--- src/rtl/cfg_uart_frm.sv ---
// Configuration serial front end: 8N1 receiver that assembles 3-byte command frames, and a 2-byte response transmitter.
// Optional inter-byte timeout on partial frames is enabled by defining CFG_FRM_TIMEOUT_EN.
module cfg_uart_frm #(
    parameter int unsigned BAUD_DIV     = 32,
    parameter int unsigned TIMEOUT_BITS = 40
) (
    input  logic        clk,
    input  logic        rst_n,
    input  logic        RX_C,
    output logic        TX_C,
    output logic [23:0] cmd_data,
    output logic        cmd_rdy,
    input  logic        clr_cmd_rdy,
    input  logic [15:0] resp_data,
    input  logic        trmt,
    output logic        tx_busy,
    output logic        tx_done
);

    localparam int unsigned CW = $clog2(BAUD_DIV);
    localparam logic [CW-1:0] BIT_LAST = CW'(BAUD_DIV - 1);
    localparam logic [CW-1:0] HALF_BIT = CW'(BAUD_DIV / 2);

    if (BAUD_DIV < 8 || (BAUD_DIV % 2) != 0 || TIMEOUT_BITS == 0) begin : g_bad_cfg
        $error("cfg_uart_frm: BAUD_DIV must be even and >= 8, TIMEOUT_BITS nonzero");
    end

    typedef enum logic [1:0] {IDLE, START, DATA, STOP} uart_st_e;

    // ---------------- receive path ----------------
    logic          rx_s1, rx_s2, rx_prev;
    uart_st_e      rx_st, rx_nxt;
    logic [CW-1:0] rx_cnt;
    logic [2:0]    rx_bit;
    logic [7:0]    rx_sh;
    logic [1:0]    idx;
    logic [15:0]   frm;
    logic          rx_tick, rx_fall, byte_ok, frm_err, gap_exp;

    always_ff @(posedge clk or negedge rst_n) begin
        if (!rst_n) begin
            rx_s1   <= 1'b1;
            rx_s2   <= 1'b1;
            rx_prev <= 1'b1;
        end else begin
            rx_s1   <= RX_C;
            rx_s2   <= rx_s1;
            rx_prev <= rx_s2;
        end
    end

    assign rx_tick = (rx_cnt == '0);
    assign rx_fall = rx_prev & ~rx_s2;

    always_comb begin
        rx_nxt  = rx_st;
        byte_ok = 1'b0;
        frm_err = 1'b0;
        case (rx_st)
            IDLE:  if (rx_fall) rx_nxt = START;
            START: if (rx_tick) rx_nxt = rx_s2 ? IDLE : DATA;
            DATA:  if (rx_tick && rx_bit == 3'd7) rx_nxt = STOP;
            STOP: begin
                if (rx_tick) begin
                    rx_nxt  = IDLE;
                    byte_ok = rx_s2;
                    frm_err = ~rx_s2;
                end
            end
            default: rx_nxt = IDLE;
        endcase
    end

    always_ff @(posedge clk or negedge rst_n) begin
        if (!rst_n) rx_st <= IDLE;
        else        rx_st <= rx_nxt;
    end

    always_ff @(posedge clk or negedge rst_n) begin
        if (!rst_n) begin
            rx_cnt <= '0;
            rx_bit <= '0;
            rx_sh  <= '0;
        end else begin
            case (rx_st)
                IDLE: if (rx_fall) rx_cnt <= HALF_BIT;
                START: begin
                    if (rx_tick) begin
                        rx_cnt <= BIT_LAST;
                        rx_bit <= '0;
                    end else begin
                        rx_cnt <= rx_cnt - 1'b1;
                    end
                end
                DATA: begin
                    if (rx_tick) begin
                        rx_cnt <= BIT_LAST;
                        rx_sh  <= {rx_s2, rx_sh[7:1]};
                        rx_bit <= rx_bit + 3'd1;
                    end else begin
                        rx_cnt <= rx_cnt - 1'b1;
                    end
                end
                STOP: if (!rx_tick) rx_cnt <= rx_cnt - 1'b1;
                default: rx_cnt <= '0;
            endcase
        end
    end

`ifdef CFG_FRM_TIMEOUT_EN
    localparam int unsigned GAP_MAX = TIMEOUT_BITS * BAUD_DIV;
    localparam int unsigned GW      = $clog2(GAP_MAX + 1);
    logic [GW-1:0] gap;

    // Only idle time between bytes of a partial frame counts toward expiry.
    assign gap_exp = (gap == GW'(GAP_MAX - 1)) && (idx != '0) && (rx_st == IDLE);

    always_ff @(posedge clk or negedge rst_n) begin
        if (!rst_n)                              gap <= '0;
        else if (byte_ok || idx == '0 || gap_exp) gap <= '0;
        else if (rx_st == IDLE)                  gap <= gap + 1'b1;
    end
`else
    assign gap_exp = 1'b0;
`endif

    always_ff @(posedge clk or negedge rst_n) begin
        if (!rst_n) begin
            idx      <= '0;
            frm      <= '0;
            cmd_data <= '0;
            cmd_rdy  <= 1'b0;
        end else begin
            if (frm_err || gap_exp) begin
                idx <= '0;
            end else if (byte_ok) begin
                if (idx == 2'd2) begin
                    cmd_data <= {frm, rx_sh};
                    idx      <= '0;
                end else begin
                    frm <= {frm[7:0], rx_sh};
                    idx <= idx + 2'd1;
                end
            end
            if (byte_ok && idx == 2'd2) cmd_rdy <= 1'b1;
            else if (clr_cmd_rdy)       cmd_rdy <= 1'b0;
        end
    end

    // ---------------- transmit path ----------------
    uart_st_e      tx_st, tx_nxt;
    logic [CW-1:0] tx_cnt;
    logic [2:0]    tx_bit;
    logic [7:0]    tx_sh, tx_lo;
    logic          tx_sec, tx_tick, tx_fin;

    assign tx_tick = (tx_cnt == '0);
    assign tx_busy = (tx_st != IDLE);

    always_comb begin
        tx_nxt = tx_st;
        tx_fin = 1'b0;
        case (tx_st)
            IDLE:  if (trmt) tx_nxt = START;
            START: if (tx_tick) tx_nxt = DATA;
            DATA:  if (tx_tick && tx_bit == 3'd7) tx_nxt = STOP;
            STOP: begin
                if (tx_tick) begin
                    tx_nxt = tx_sec ? IDLE : START;
                    tx_fin = tx_sec;
                end
            end
            default: tx_nxt = IDLE;
        endcase
    end

    always_comb begin
        TX_C = 1'b1;
        case (tx_st)
            START:   TX_C = 1'b0;
            DATA:    TX_C = tx_sh[0];
            default: TX_C = 1'b1;
        endcase
    end

    always_ff @(posedge clk or negedge rst_n) begin
        if (!rst_n) tx_st <= IDLE;
        else        tx_st <= tx_nxt;
    end

    always_ff @(posedge clk or negedge rst_n) begin
        if (!rst_n) begin
            tx_cnt  <= '0;
            tx_bit  <= '0;
            tx_sh   <= '0;
            tx_lo   <= '0;
            tx_sec  <= 1'b0;
            tx_done <= 1'b0;
        end else begin
            tx_done <= tx_fin;
            if (tx_st == IDLE) begin
                if (trmt) begin
                    tx_sh  <= resp_data[15:8];
                    tx_lo  <= resp_data[7:0];
                    tx_cnt <= BIT_LAST;
                    tx_bit <= '0;
                    tx_sec <= 1'b0;
                end
            end else if (tx_tick) begin
                tx_cnt <= BIT_LAST;
                if (tx_st == DATA) begin
                    tx_sh  <= {1'b0, tx_sh[7:1]};
                    tx_bit <= tx_bit + 3'd1;
                end else if (tx_st == STOP) begin
                    tx_sh  <= tx_lo;
                    tx_sec <= 1'b1;
                end
            end else begin
                tx_cnt <= tx_cnt - 1'b1;
            end
        end
    end

endmodule
--- config.mk ---
export PLATFORM = sky130hd
export DESIGN_NAME = cfg_uart_frm
export DESIGN_NICKNAME = d
export VERILOG_FILES = /design/src/rtl/cfg_uart_frm.sv
export SDC_FILE = /design/constraint.sdc
export NUM_CORES = 1
export LEC_CHECK = 0
export ABC_CLOCK_PERIOD_IN_PS = 2020
export CORE_ASPECT_RATIO = 1.5
export CORE_MARGIN = 2
export CORE_UTILIZATION = 40
export CTS_CLUSTER_SIZE = 10
export DETAILED_ROUTE_END_ITERATION = 8
export GPL_TIMING_DRIVEN = 0
export PLACE_DENSITY = 0.66
export SLEW_MARGIN = 0
export SYNTH_ARGS = -nofsm -noshare
export SYNTH_HDL_FRONTEND = slang
export SYNTH_SLANG_ARGS = --single-unit
--- constraint.sdc ---
create_clock -name clk -period 2.02 [get_ports clk]
set_input_delay 0.404 -clock clk [delete_from_list [all_inputs] [get_ports clk]]
set_output_delay 0.404 -clock clk [all_outputs]
set_load 0.02 [all_outputs]
==> impl_results.html <==
<table>
<tr><th>Metric</th><th>Value</th></tr>
<tr><th colspan="2">Outcome</th></tr>
<tr><td>Outcome</td><td>finished, final reports clean</td></tr>
<tr><th colspan="2">Layout</th></tr>
<tr><td>Sequential cell area</td><td>roughly 2300 µm²</td></tr>
<tr><td>Multi-input logic area</td><td>1730 µm²</td></tr>
<tr><td>Antenna diode count</td><td>0</td></tr>
<tr><td>Cell Count, Final, Fillers Out</td><td>~510</td></tr>
<tr><td>Layout filler cell count</td><td>between 800 and 900</td></tr>
<tr><td>Share of cells above drive strength 1</td><td>0.232</td></tr>
<tr><td>Net count reported at finish</td><td>between 400 and 500</td></tr>
<tr><td>Area added between synthesis and finish</td><td>25.9%</td></tr>
<tr><th colspan="2">STA</th></tr>
<tr><td>Setup violation total in the final timing report</td><td>0</td></tr>
<tr><td>Fin crit period</td><td>just under 2 ns</td></tr>
<tr><td>RSZ-0062 raised after global routing</td><td>true</td></tr>
<tr><td>Total negative setup slack</td><td>0 ns</td></tr>
<tr><td>Hold Worst Slack</td><td>0.0399 ns</td></tr>
<tr><td>Share of the clock period used by the worst path after layout</td><td>0.977</td></tr>
<tr><td>Highest achievable clock rate</td><td>approximately 510 MHz</td></tr>
<tr><td>Transition time at the pin with the least slew margin</td><td>around 0.51 ns</td></tr>
<tr><td>Slew headroom</td><td>0.660</td></tr>
<tr><td>Layout Skew</td><td>roughly 0.0084 ns</td></tr>
<tr><td>Final hold viol count</td><td>0</td></tr>
<tr><td>Number of pins exceeding their max-slew limit in the final report</td><td>0</td></tr>
<tr><th colspan="2">Synth</th></tr>
<tr><td>EDFF count, synth</td><td>0</td></tr>
<tr><td>Gate Count Post-Synth</td><td>around 330</td></tr>
<tr><td>Syn avg cell area</td><td>roughly 13 µm²</td></tr>
<tr><td>Number of warnings printed during yosys synthesis</td><td>0</td></tr>
<tr><td>Leading register cell type out of synthesis</td><td>dfrtp_1</td></tr>
<tr><td>Post-synth cell types</td><td>39</td></tr>
<tr><td>FF+latch count, synth</td><td>slightly above 90</td></tr>
<tr><td>Syn_nets</td><td>~360</td></tr>
<tr><td>Portion of the post-synthesis area used by sequential elements</td><td>0.561</td></tr>
<tr><td>Mapped Area</td><td>slightly above 4000 µm²</td></tr>
<tr><td>Share of flip-flops with an asynchronous set or reset</td><td>1.00</td></tr>
<tr><th colspan="2">Route</th></tr>
<tr><td>Via count normalized by instance count</td><td>5.19</td></tr>
<tr><td>First DRT Iteration DRCs</td><td>93</td></tr>
<tr><td>DR vias</td><td>about 2.7k</td></tr>
<tr><td>Detailed-route wire length</td><td>~7800 µm</td></tr>
<tr><td>Remaining antenna violation count after routing</td><td>0</td></tr>
<tr><td>Remaining DRCs</td><td>0</td></tr>
<tr><td>1st-pass router iterations</td><td>4</td></tr>
<tr><td>Post-DR wirelength/cell</td><td>~15 µm</td></tr>
<tr><th colspan="2">Setup path</th></tr>
<tr><td>Kind of critical path</td><td>register to output pin</td></tr>
<tr><td>Cells on worst reg2reg path</td><td>8</td></tr>
<tr><td>Setup crit end</td><td>tx_busy</td></tr>
<tr><td>Crit end category</td><td>output pin</td></tr>
<tr><td>R2r setup slk</td><td>approximately 0.090 ns</td></tr>
<tr><td>Source of the critical timing path</td><td>tx_st[1]</td></tr>
<tr><td>Cell with the largest stage delay on the worst path</td><td>dfrtp_1</td></tr>
<tr><td>CP most frequent cell</td><td>inv_1</td></tr>
<tr><td>R2R Path Start</td><td>rx_cnt[1]</td></tr>
<tr><td>Maximum single-stage delay on the critical path</td><td>approximately 0.42 ns</td></tr>
<tr><td>Largest driver fanout on the critical path</td><td>6</td></tr>
<tr><td>Critical path cell sequence</td><td>inv_1 -&gt; ha_2 -&gt; inv_1 -&gt; dlygate4sd2_1</td></tr>
<tr><td>Arrival time at the worst endpoint</td><td>1.57 ns</td></tr>
<tr><td>Data required time of the critical path</td><td>approximately 1.6 ns</td></tr>
<tr><td>Reg-to-Reg End</td><td>cmd_data[7]</td></tr>
<tr><td>Kind of start point of the critical path</td><td>register</td></tr>
<tr><th colspan="2">Floorplanning</th></tr>
<tr><td>Number of I/O pins</td><td>slightly below 50</td></tr>
<tr><td>Die area</td><td>~11000 µm²</td></tr>
<tr><td>Std-Cell Core Area</td><td>10100 µm²</td></tr>
<tr><td>Die Span X</td><td>~87 µm</td></tr>
<tr><td>Number of standard-cell rows in the floorplan</td><td>45</td></tr>
<tr><td>Vertical die dimension</td><td>around 130 µm</td></tr>
<tr><td>Initial Utilization</td><td>0.408</td></tr>
<tr><th colspan="2">CTS</th></tr>
<tr><td>Worst-path clk slew</td><td>roughly 0.070 ns</td></tr>
<tr><td>CTS H-tree lvls</td><td>3</td></tr>
<tr><td>Root Buffer Master</td><td>clkbuf_16</td></tr>
<tr><td>CTS Buffer Depth</td><td>2</td></tr>
<tr><td>Number of buffers created by CTS</td><td>9</td></tr>
<tr><td>Skew-Pair Late Insertion Delay</td><td>0.34 ns</td></tr>
<tr><td>Post-CTS Hold Buffers</td><td>0</td></tr>
<tr><td>Sinks on the clock net</td><td>92</td></tr>
<tr><td>CTS tree</td><td>built</td></tr>
<tr><th colspan="2">Pwr</th></tr>
<tr><td>P_leak</td><td>0.00250 µW</td></tr>
<tr><td>Worst IR Drop VDD</td><td>between 0.6 and 0.7 mV</td></tr>
<tr><td>Power Density</td><td>1230 nW/µm²</td></tr>
<tr><th colspan="2">Min path</th></tr>
<tr><td>Worst hold path type</td><td>input port to async pin</td></tr>
<tr><th colspan="2">Global routing</th></tr>
<tr><td>Total routing resource utilization after global routing</td><td>0.152</td></tr>
<tr><td>Vias in the first global route</td><td>between 2k and 3k</td></tr>
<tr><td>Maximum number of pins on one net before global-route repair</td><td>57</td></tr>
<tr><td>Total grt overflow</td><td>0</td></tr>
<tr><td>Antenna violations before repair</td><td>0</td></tr>
<tr><td>Wire length of the first global-routing pass</td><td>roughly 13000 µm</td></tr>
<tr><th colspan="2">Placement</th></tr>
<tr><td>Global placer's final weighted congestion</td><td>0.746</td></tr>
<tr><td>Cell count after placement</td><td>491</td></tr>
<tr><td>Number of input and output port buffers inserted</td><td>between 40 and 50</td></tr>
<tr><td>HPWL after DPL</td><td>~5400 µm</td></tr>
<tr><th colspan="2">Flow run</th></tr>
<tr><td>Maxcap violations</td><td>0</td></tr>
</table>
## registers in the layout (all words and copies together), names as in the netlist, 2 cells and up, named ones only
name and count:
cmd_data 24, frm 16, idx 2, rx_bit 3
rx_cnt 5, rx_sh 8, tx_bit 3, tx_cnt 5
tx_lo 8, tx_sh 8, tx_st 2
## metal layers
| metal | vias to the layer above | global-route usage | routed length (µm) |
|---|---|---|---|
| met5 | - | 0 | 0 |
| met4 | 0 | 0.0689 | 169 |
| met3 | 15 | 0.0399 | 277 |
| met2 | 46 | 0.258 | 4080 |
| met1 | 1325 | 0.179 | 3300 |
| li1 | 1276 | - | - |
## worst min path at each step
stage | startpoint | to | slack [ns] | depth (start not counted)
floorplan | rst_n | async pin | 0.11 | 0
CTS | rst_n | cmd_data[23] | 0.05 | 1
detailed placement | rx_s1 | rx_s2 | 0.35 | 0
finish | rst_n | cmd_data[8] | 0.04 | 1
global route | rst_n | cmd_data[23] | 0.07 | 1
global placement | rx_s1 | rx_s2 | 0.35 | 0
## Yosys cell counts (2+ instances only)
cell type  instances  area [µm²]
o31ai_1            2        15.0
nand2b_1           2        12.5
a22o_1             2        17.5
mux2i_1           10         100
nor2_1            18        67.6
xor2_1             3        26.3
a21oi_1           12        60.1
a21o_1             2        15.0
ha_1              16         200
clkbuf_1           5        18.8
buf_2              4        20.0
mux2_2            45         507
a32o_1             2        20.0
dfrtp_1           89        2230
nor3_1             6        30.0
and3_1             2        12.5
mux2_1            19         214
dfstp_2            3        78.8
inv_1             15        56.3
nor4b_4            2        47.6
nand2_1           24        90.1
a31oi_1            3        18.8
o41ai_1            2        17.5
o21ai_0           22         110
## cells by family after synthesis
family / count (synthesis) / synth area share
muxes: 74 / 0.200
and+or+nand+nor: 58 / 0.0731
buffers and inverters: 26 / 0.0259
AOI/OAI and AO/OA: 55 / 0.0831
DFF: 92 / 0.561
xor gates and xnor gates: 4 / 0.00853
adders and majority gates: 16 / 0.0487
## stage by stage
step | cell area (µm²) | util | setup WS (ns) | total power, µW
floorplan | 4110 | - | 0.0913 | 4040
global placement | 4740 | 0.470 | -2.85 | 4470
detailed placement | 4760 | 0.473 | -0.438 | 4580
CTS | 5130 | 0.509 | 0.00384 | 6370
global route | 5180 | 0.514 | -0.0340 | 6830
finish | 5180 | 0.514 | 0.0469 | 6350
## placed cells by master (no fill, tap or decap), types with 3 or more instances in the layout
cell type,count
mux2_1,19
xor2_1,3
a31oi_1,3
mux2_2,45
nor3_1,6
clkdlybuf4s50_1,45
inv_1,14
o21ai_0,22
nand2_1,24
a21oi_1,12
clkbuf_16,9
buf_4,9
dfstp_2,3
buf_6,4
nor2_1,17
mux2i_1,10
dfrtp_1,89
ha_1,14
## power breakdown
group	internal, µW	switching [µW]	total [µW]
registers	2240	310	2550
logic	1010	1080	2090
clock network	1000	718	1720
## worst max-delay path, delay by kind of cell (launching register included)
family | cells | cell delay (ns)
buf+inv | 3 | 0.56
flops | 1 | 0.42
fa+ha+maj | 1 | 0.25
## cell type report
| type | count | area share |
|---|---|---|
| Clock buffer | 10 | 0.0462 |
| Inverter | 15 | 0.0109 |
| Tap cell | 117 | 0.0283 |
| Multi-Input combinational cell | 207 | 0.335 |
| Clock inverter | 6 | 0.0135 |
| Sequential cell | 92 | 0.445 |
| Buffer | 10 | 0.0145 |
| Timing Repair Buffer | 56 | 0.107 |
## what timing repair did
item                       4_1_cts  5_1_grt
buffers inserted                 5        1
gates resized for setup         17       10
setup endpoints to repair       48       43
cloned                           1        0
Power figures use the tool's default switching activity.
